<file path="src/rtl/result_stream_sequencer_if.sv">
`default_nettype none
// ============================================================================
// result_stream_sequencer_if : result-RAM read ports and CPU beat handshake
// Revision: 1.0
// ============================================================================
interface result_stream_sequencer_if #(
  parameter int ADDRESS_WIDTH = 13,
  parameter int DATA_WIDTH    = 64
);
  logic                     Sending_Enable;
  logic [ADDRESS_WIDTH-1:0] RAM_Address_A;
  logic [DATA_WIDTH-1:0]    RAM_Data_A;
  logic [ADDRESS_WIDTH-1:0] RAM_Address_B;
  logic [DATA_WIDTH-1:0]    RAM_Data_B;
  logic [31:0]              CPU_Bus;
  logic                     CPU_Valid;
  logic                     CPU_Ready;
  logic                     Busy;
  logic                     Done_Sending;

  modport master (
    input  Sending_Enable,
    output RAM_Address_A,
    input  RAM_Data_A,
    output RAM_Address_B,
    input  RAM_Data_B,
    output CPU_Bus,
    output CPU_Valid,
    input  CPU_Ready,
    output Busy,
    output Done_Sending
  );

  modport slave (
    output Sending_Enable,
    input  RAM_Address_A,
    output RAM_Data_A,
    input  RAM_Address_B,
    output RAM_Data_B,
    input  CPU_Bus,
    input  CPU_Valid,
    output CPU_Ready,
    input  Busy,
    input  Done_Sending
  );
endinterface
`default_nettype wire

</file>
<file path="src/rtl/result_stream_sequencer.sv">
`default_nettype none
// ============================================================================
// result_stream_sequencer : streams solver results from result RAM to the CPU
//   bus as 32-bit valid/ready beats. Optional macro RESULTS_HEADER_EN adds a
//   leading {T_num, N} beat.
// Revision: 1.0
// ============================================================================
module result_stream_sequencer #(
  parameter int ADDRESS_WIDTH = 13,
  parameter int DATA_WIDTH    = 64,
  parameter int COUNT_ADDRESS = 1,
  parameter int N_ADDRESS     = 2,
  parameter int T_ADDRESS     = 3,
  parameter int X_ADDRESS     = 10
) (
  input  wire logic                  CLK,
  input  wire logic                  RST,
  result_stream_sequencer_if.master  bus
);

  localparam logic [ADDRESS_WIDTH-1:0] c_COUNT_ADDR = ADDRESS_WIDTH'(COUNT_ADDRESS);
  localparam logic [ADDRESS_WIDTH-1:0] c_N_ADDR     = ADDRESS_WIDTH'(N_ADDRESS);
  localparam logic [ADDRESS_WIDTH-1:0] c_T_BASE     = ADDRESS_WIDTH'(T_ADDRESS);
  localparam logic [ADDRESS_WIDTH-1:0] c_X_BASE     = ADDRESS_WIDTH'(X_ADDRESS);

  typedef enum logic [3:0] {
    S_IDLE     = 4'd0,
    S_HDR_REQ  = 4'd1,
    S_HDR_LAT  = 4'd2,
    S_FETCH    = 4'd3,
    S_LOAD     = 4'd4,
    S_SEND_HI  = 4'd5,
    S_SEND_LO  = 4'd6,
    S_DONE     = 4'd7,
    S_HDR_SEND = 4'd8
  } state_t;

  state_t                   r_state;
  logic                     r_se_d;
  logic [15:0]              r_t_num;
  logic [15:0]              r_n_num;
  logic [15:0]              r_t_idx;
  logic [15:0]              r_x_idx;
  logic                     r_in_x;
  logic [ADDRESS_WIDTH-1:0] r_x_base;
  logic [31:0]              r_word_lo;
  logic [ADDRESS_WIDTH-1:0] r_addr_a;
  logic [ADDRESS_WIDTH-1:0] r_addr_b;
  logic [31:0]              r_cpu_bus;
  logic                     r_cpu_valid;
  logic                     r_busy;
  logic                     r_done;

  logic                     w_start;
  logic                     w_beat;
  logic                     w_word_end;
  logic [31:0]              w_first_beat;
  logic                     w_last_word;
  logic                     w_next_in_x;
  logic [15:0]              w_next_t_idx;
  logic [15:0]              w_next_x_idx;
  logic [ADDRESS_WIDTH-1:0] w_next_x_base;
  logic [ADDRESS_WIDTH-1:0] w_next_addr;
  logic                     w_unused_b;

  assign w_start    = bus.Sending_Enable & ~r_se_d;
  assign w_beat     = r_cpu_valid & bus.CPU_Ready;
  assign w_word_end = w_beat & ((r_state == S_SEND_LO) |
                                ((r_state == S_SEND_HI) & (DATA_WIDTH != 64)));
  assign w_unused_b = ^bus.RAM_Data_B[DATA_WIDTH-1:16];

  generate
    if (DATA_WIDTH == 64) begin : g_dw64
      assign w_first_beat = bus.RAM_Data_A[DATA_WIDTH-1:32];
    end else begin : g_dw32
      assign w_first_beat = bus.RAM_Data_A[31:0];
    end
  endgenerate

  // Successor of the word just sent: T[t] -> X[t][0..N-1] -> T[t+1]
  always_comb begin
    w_next_in_x   = 1'b0;
    w_next_t_idx  = r_t_idx;
    w_next_x_idx  = '0;
    w_next_x_base = r_x_base;
    w_next_addr   = '0;
    w_last_word   = 1'b0;
    if (!r_in_x && (r_n_num != 16'd0)) begin
      w_next_in_x = 1'b1;
      w_next_addr = c_X_BASE + r_x_base;
    end else if (r_in_x && ((r_x_idx + 16'd1) != r_n_num)) begin
      w_next_in_x  = 1'b1;
      w_next_x_idx = r_x_idx + 16'd1;
      w_next_addr  = c_X_BASE + r_x_base + ADDRESS_WIDTH'(r_x_idx + 16'd1);
    end else begin
      w_last_word   = ((r_t_idx + 16'd1) == r_t_num);
      w_next_t_idx  = r_t_idx + 16'd1;
      w_next_x_base = r_x_base + ADDRESS_WIDTH'(r_n_num);
      w_next_addr   = c_T_BASE + ADDRESS_WIDTH'(r_t_idx + 16'd1);
    end
  end

  always_ff @(posedge CLK or posedge RST) begin
    if (RST) begin
      r_state     <= S_IDLE;
      r_se_d      <= 1'b1;  // a level already high at reset release is not an edge
      r_t_num     <= '0;
      r_n_num     <= '0;
      r_t_idx     <= '0;
      r_x_idx     <= '0;
      r_in_x      <= 1'b0;
      r_x_base    <= '0;
      r_word_lo   <= '0;
      r_addr_a    <= '0;
      r_addr_b    <= '0;
      r_cpu_bus   <= '0;
      r_cpu_valid <= 1'b0;
      r_busy      <= 1'b0;
      r_done      <= 1'b0;
    end else begin
      r_se_d <= bus.Sending_Enable;
      case (r_state)
        S_IDLE: begin
          if (w_start) begin
            r_state  <= S_HDR_REQ;
            r_busy   <= 1'b1;
            r_addr_a <= c_COUNT_ADDR;
            r_addr_b <= c_N_ADDR;
          end
        end
        S_HDR_REQ: begin
          r_state  <= S_HDR_LAT;
          r_addr_b <= '0;
        end
        S_HDR_LAT: begin
          r_t_num  <= bus.RAM_Data_A[15:0];
          r_n_num  <= bus.RAM_Data_B[15:0];
          r_t_idx  <= '0;
          r_x_idx  <= '0;
          r_in_x   <= 1'b0;
          r_x_base <= '0;
          r_addr_a <= c_T_BASE;
`ifdef RESULTS_HEADER_EN
          r_state     <= S_HDR_SEND;
          r_cpu_valid <= 1'b1;
          r_cpu_bus   <= {bus.RAM_Data_A[15:0], bus.RAM_Data_B[15:0]};
`else
          if (bus.RAM_Data_A[15:0] == 16'd0) begin
            r_state <= S_DONE;
            r_done  <= 1'b1;
          end else begin
            r_state <= S_FETCH;
          end
`endif
        end
`ifdef RESULTS_HEADER_EN
        S_HDR_SEND: begin
          if (w_beat) begin
            r_cpu_valid <= 1'b0;
            r_cpu_bus   <= '0;
            if (r_t_num == 16'd0) begin
              r_state <= S_DONE;
              r_done  <= 1'b1;
            end else begin
              r_state <= S_FETCH;
            end
          end
        end
`endif
        S_FETCH: r_state <= S_LOAD;
        S_LOAD: begin
          r_word_lo   <= bus.RAM_Data_A[31:0];
          r_cpu_bus   <= w_first_beat;
          r_cpu_valid <= 1'b1;
          r_state     <= S_SEND_HI;
        end
        S_SEND_HI: begin
          if (w_beat && (DATA_WIDTH == 64)) begin
            r_state   <= S_SEND_LO;
            r_cpu_bus <= r_word_lo;
          end
        end
        S_SEND_LO: ;
        S_DONE: begin
          r_state <= S_IDLE;
          r_busy  <= 1'b0;
          r_done  <= 1'b0;
        end
        default: r_state <= S_IDLE;
      endcase

      if (w_word_end) begin
        r_cpu_valid <= 1'b0;
        r_cpu_bus   <= '0;
        r_in_x      <= w_next_in_x;
        r_x_idx     <= w_next_x_idx;
        r_t_idx     <= w_next_t_idx;
        r_x_base    <= w_next_x_base;
        if (w_last_word) begin
          r_state  <= S_DONE;
          r_done   <= 1'b1;
          r_addr_a <= '0;
        end else begin
          r_state  <= S_FETCH;
          r_addr_a <= w_next_addr;
        end
      end
    end
  end

  assign bus.RAM_Address_A = r_addr_a;
  assign bus.RAM_Address_B = r_addr_b;
  assign bus.CPU_Bus       = r_cpu_bus;
  assign bus.CPU_Valid     = r_cpu_valid;
  assign bus.Busy          = r_busy;
  assign bus.Done_Sending  = r_done;

endmodule
`default_nettype wire

</file>
<file path="src/flat_wrapper.sv">
// flat-port wrapper written by rule: the top's interface ports become plain ports
module result_stream_sequencer_flat 
#(
  parameter int ADDRESS_WIDTH = 13,
  parameter int DATA_WIDTH    = 64,
  parameter int COUNT_ADDRESS = 1,
  parameter int N_ADDRESS     = 2,
  parameter int T_ADDRESS     = 3,
  parameter int X_ADDRESS     = 10
)
  (CLK, RST, bus_Sending_Enable, bus_RAM_Address_A, bus_RAM_Data_A, bus_RAM_Address_B, bus_RAM_Data_B, bus_CPU_Bus, bus_CPU_Valid, bus_CPU_Ready, bus_Busy, bus_Done_Sending);
  result_stream_sequencer_if #(.ADDRESS_WIDTH(ADDRESS_WIDTH), .DATA_WIDTH(DATA_WIDTH)) bus_i ();
  input  wire logic CLK;
  input  wire logic RST;
  input wire logic [$bits(bus_i.Sending_Enable)-1:0] bus_Sending_Enable;
  output wire logic [$bits(bus_i.RAM_Address_A)-1:0] bus_RAM_Address_A;
  input wire logic [$bits(bus_i.RAM_Data_A)-1:0] bus_RAM_Data_A;
  output wire logic [$bits(bus_i.RAM_Address_B)-1:0] bus_RAM_Address_B;
  input wire logic [$bits(bus_i.RAM_Data_B)-1:0] bus_RAM_Data_B;
  output wire logic [$bits(bus_i.CPU_Bus)-1:0] bus_CPU_Bus;
  output wire logic [$bits(bus_i.CPU_Valid)-1:0] bus_CPU_Valid;
  input wire logic [$bits(bus_i.CPU_Ready)-1:0] bus_CPU_Ready;
  output wire logic [$bits(bus_i.Busy)-1:0] bus_Busy;
  output wire logic [$bits(bus_i.Done_Sending)-1:0] bus_Done_Sending;
  assign bus_i.Sending_Enable = bus_Sending_Enable;
  assign bus_RAM_Address_A = bus_i.RAM_Address_A;
  assign bus_i.RAM_Data_A = bus_RAM_Data_A;
  assign bus_RAM_Address_B = bus_i.RAM_Address_B;
  assign bus_i.RAM_Data_B = bus_RAM_Data_B;
  assign bus_CPU_Bus = bus_i.CPU_Bus;
  assign bus_CPU_Valid = bus_i.CPU_Valid;
  assign bus_i.CPU_Ready = bus_CPU_Ready;
  assign bus_Busy = bus_i.Busy;
  assign bus_Done_Sending = bus_i.Done_Sending;
  result_stream_sequencer #(.ADDRESS_WIDTH(ADDRESS_WIDTH), .DATA_WIDTH(DATA_WIDTH), .COUNT_ADDRESS(COUNT_ADDRESS), .N_ADDRESS(N_ADDRESS), .T_ADDRESS(T_ADDRESS), .X_ADDRESS(X_ADDRESS)) u_core (.CLK(CLK), .RST(RST), .bus(bus_i));
endmodule
</file>
<file path="config.mk">
export PLATFORM = sky130hd
export DESIGN_NAME = result_stream_sequencer_flat
export DESIGN_NICKNAME = d
export VERILOG_FILES = /design/src/rtl/result_stream_sequencer_if.sv /design/src/rtl/result_stream_sequencer.sv /design/src/flat_wrapper.sv
export SDC_FILE = /design/constraint.sdc
export NUM_CORES = 1
export LEC_CHECK = 0
export ABC_AREA = 1
export ABC_CLOCK_PERIOD_IN_PS = 7300
export BUFFER_PORTS_ARGS = -buffer_cell sky130_fd_sc_hd__buf_4
export CORE_UTILIZATION = 37
export DETAILED_ROUTE_END_ITERATION = 8
export GPL_TIMING_DRIVEN = 0
export SLEW_MARGIN = 20
export SYNTH_ARGS = -nofsm -noshare
export SYNTH_HDL_FRONTEND = slang
export SYNTH_SLANG_ARGS = --single-unit
</file>
<file path="constraint.sdc">
create_clock -name CLK -period 7.3 [get_ports CLK]
set_input_delay 1.825 -clock CLK [delete_from_list [all_inputs] [get_ports CLK]]
set_output_delay 1.825 -clock CLK [all_outputs]
set_load 0.1 [all_outputs]
</file>
==> impl_metrics.toml <==
[run_status]
status = "completed"

[timing]
max_clock_freq_ghz = 0.263
period_minus_slack_ns = 3.80
relSlewSlack = 0.468
whs_ns = 0.480
rsz0062_at_grt = "no"
setup_violations = 0
postLayoutSetupSlackWorst_ns = 3.50
worstMarginPinSlew_ns = 0.797
final.setup.tns_ns = 0
finalClockSkew_ns = 0.0132
hold_violations = 0
final-max-slew-violation-count = 0
finalCritPeriodShare = 0.520

[synthesis]
ys_warn_count = 0
synth_seq_area_share = 0.396
synth-async-reset-ratio = 1.00
synth_flop_cell = "dfrtp_1"
synth_cell_type_count = 43
synth.avg_cell_area_um2 = 7.24
synth.ff_latch_count = 163
synth_top_area_frac = 0.393
synth.area.top_cells = "dfrtp_1 (39%), nand2_1 (16%), inv_1 (7.5%)"
synth_cells = 1425
syn-cell-area_um2 = 10300
yosys.area.top_type = "dfrtp_1"
synth_edf_count = 0

[global_route]
grt_start_max_net_pins = 94
grt_pass1_wl_um = 51200
antenna_found_initial = 1
grt_pass1_vias = 9672
grt_use_total = 0.230
overflow = 0

[routing]
via_per_inst = 4.99
drt_first_pass_iters = 7
vias = 9849
drt_drc_violations_left = 0
drt_wl_total_um = 31800
postRouteAntennaNets = 0
initialDrtViolationCount = 665
avgRoutedWirePerCell_um = 16.1

[clock_tree]
cts_tree = "done"
clk_pin_slew_worst_paths_ns = 0.08
htree_levels = 4
hold_buffers = 0
cts_buffers = 17
post_cts_resized = 0
cts_buffer_depth = 2
cts_root_buf = "clkbuf_16"
clock_latency_ns = 0.45
clkSinkCount = 163
postCtsSetupBuffers = 0

[placement]
numPortBuffers = 132
place_ws_ns = 3.06
place_congestion = 0.906
hpwl_um = 24200

[critical_path]
crit_type = "in -> reg"
start_kind = "input pin"
cp-end-kind = "register"
worstPathRequired_ns = 7.64
crit_fanout = 10
arrival_ns = 4.13

[floorplan]
die_w_um = 169
core-area_um2 = 27200
fp-row-count = 60
io_pins = 193
die-area_um2 = 28600
initial_core_util = 0.380
die_h_um = 169

[layout]
n_fill_cell = 2813
nNetsFinal = 1750
diodes = 0
drive_gt1_frac = 0.154
area_delta_synth_final_pct = 21.0

[power]
leakage_nw = 6.26
p_per_area_nw_per_um2 = 450
ir_worst_vdd_mv = 0.373

[flow_run]
cap_violations = 0

[hold_path]
hold_class = "reg -> reg"
-- cells in the mapped netlist, drive strengths merged (22+ instances only) --
cell and count:
nand2 436, ha 28, buf 22, clkbuf 37, a21oi 30, o21ai 138
nand3 105, inv 208, xor2 25, dfrtp 162, nand4 25, o2111ai 31
nor2 91
-- kinds of logic after synthesis --
| family | Yosys count | synth area share |
|---|---|---|
| simple gates | 690 | 0.284 |
| buf+inv | 268 | 0.105 |
| xor+xnor | 39 | 0.0344 |
| fa+ha+maj | 30 | 0.0378 |
| mux | 18 | 0.0196 |
| other cells | 1 | 0.000364 |
| flops | 163 | 0.396 |
| compound gates | 216 | 0.124 |
-- layer usage --
metal | vias up | wire [um] | global-route usage
li1 | 4911 | - | -
met1 | 4606 | 14000 | 0.292
met2 | 281 | 15100 | 0.386
met3 | 49 | 1940 | 0.0531
met4 | 2 | 737 | 0.0736
met5 | - | 12 | 0
-- final timing paths --
kind | startpoint | to | slack [ns] | depth (start not counted)
max | bus_CPU_Ready | u_core.bus.RAM_Address_A[0] | 3.50 | 9
min | u_core.bus.RAM_Address_A[10] | u_core.bus.RAM_Address_A[10] | 0.48 | 2
max reg2reg | u_core.r_x_base[1] | u_core.bus.RAM_Address_A[12] | 4.06 | 20
min reg2reg | u_core.bus.RAM_Address_A[10] | u_core.bus.RAM_Address_A[10] | 0.48 | 2
max in group asynchronous | RST | u_core.bus.RAM_Address_A[5] | 4.98 | 3
min in group asynchronous | RST | u_core.bus.CPU_Bus[30] | 1.50 | 2
-- sequential cells by signal (all words and copies together), names as in the netlist, 3 cells and up --
| signal | cells |
|---|---|
| u_core.r_n_num | 16 |
| u_core.r_x_idx | 16 |
| u_core.r_word_lo | 32 |
| u_core.bus.CPU_Bus | 32 |
| u_core.r_t_num | 16 |
| u_core.r_t_idx | 16 |
| u_core.r_state | 3 |
| u_core.bus.RAM_Address_A | 13 |
| u_core.r_x_base | 13 |
-- area by class of cell --
cell class,instances,area [um2],share of cell area
plain buffers,59,298,0.0239
clock buffers,17,425,0.0341
clock inverters,15,201,0.0161
inverters,209,792,0.0635
multi-input cells,1005,5200,0.417
flip-flops and latches,163,4080,0.327
well taps,372,465,0.0373
repair buffers,133,1020,0.0816
-- worst max-delay path, stage by stage --
cell      delay, ns
buf_4          0.08
nand2_1        0.08
nor2_1         0.15
clkbuf_1       0.46
clkinv_1       0.52
nor2_2         0.52
nand2_1        0.26
nand2_1        0.18
nand2_1        0.06
-- where the power goes --
part	switching [mW]	internal, mW
sequential	0.309	1.28
combinational	2.23	0.836
clock	0.486	0.473
-- per-stage QoR --
stage          std cells  power (mW)  instance area (um2)   util
2_1_floorplan       1436        3.84                10400      -
3_3_place_gp        1940        4.61                11800  0.435
3_5_place_dp        1941        4.65                11900  0.436
4_1_cts             1973        5.63                12500  0.459
5_1_grt             1973        5.97                12500  0.459
6_report            1973        5.61                12500  0.459
-- layout by cell type, fill, tap and decap left out, drive strengths merged --
cell type	n
o22ai	4
clkinv	10
o32ai	4
buf	155
dfrtp	162
nand4	25
nand2	436
a31oi	2
nor3b	1
dfstp	1
nor3	11
a21oi	30
fa	2
xor2	25
nand3	105
nor2	91
o21ai	138
a211oi	2
mux2	18
o21bai	2
xnor3	1
nand3b	4
or2	12
o2111ai	31
ha	28
inv	214
conb	12
clkbuf	54
nor4	5
o31ai	2
xnor2	13
a21boi	1
No activity file was read; power rests on OpenSTA's default activity.
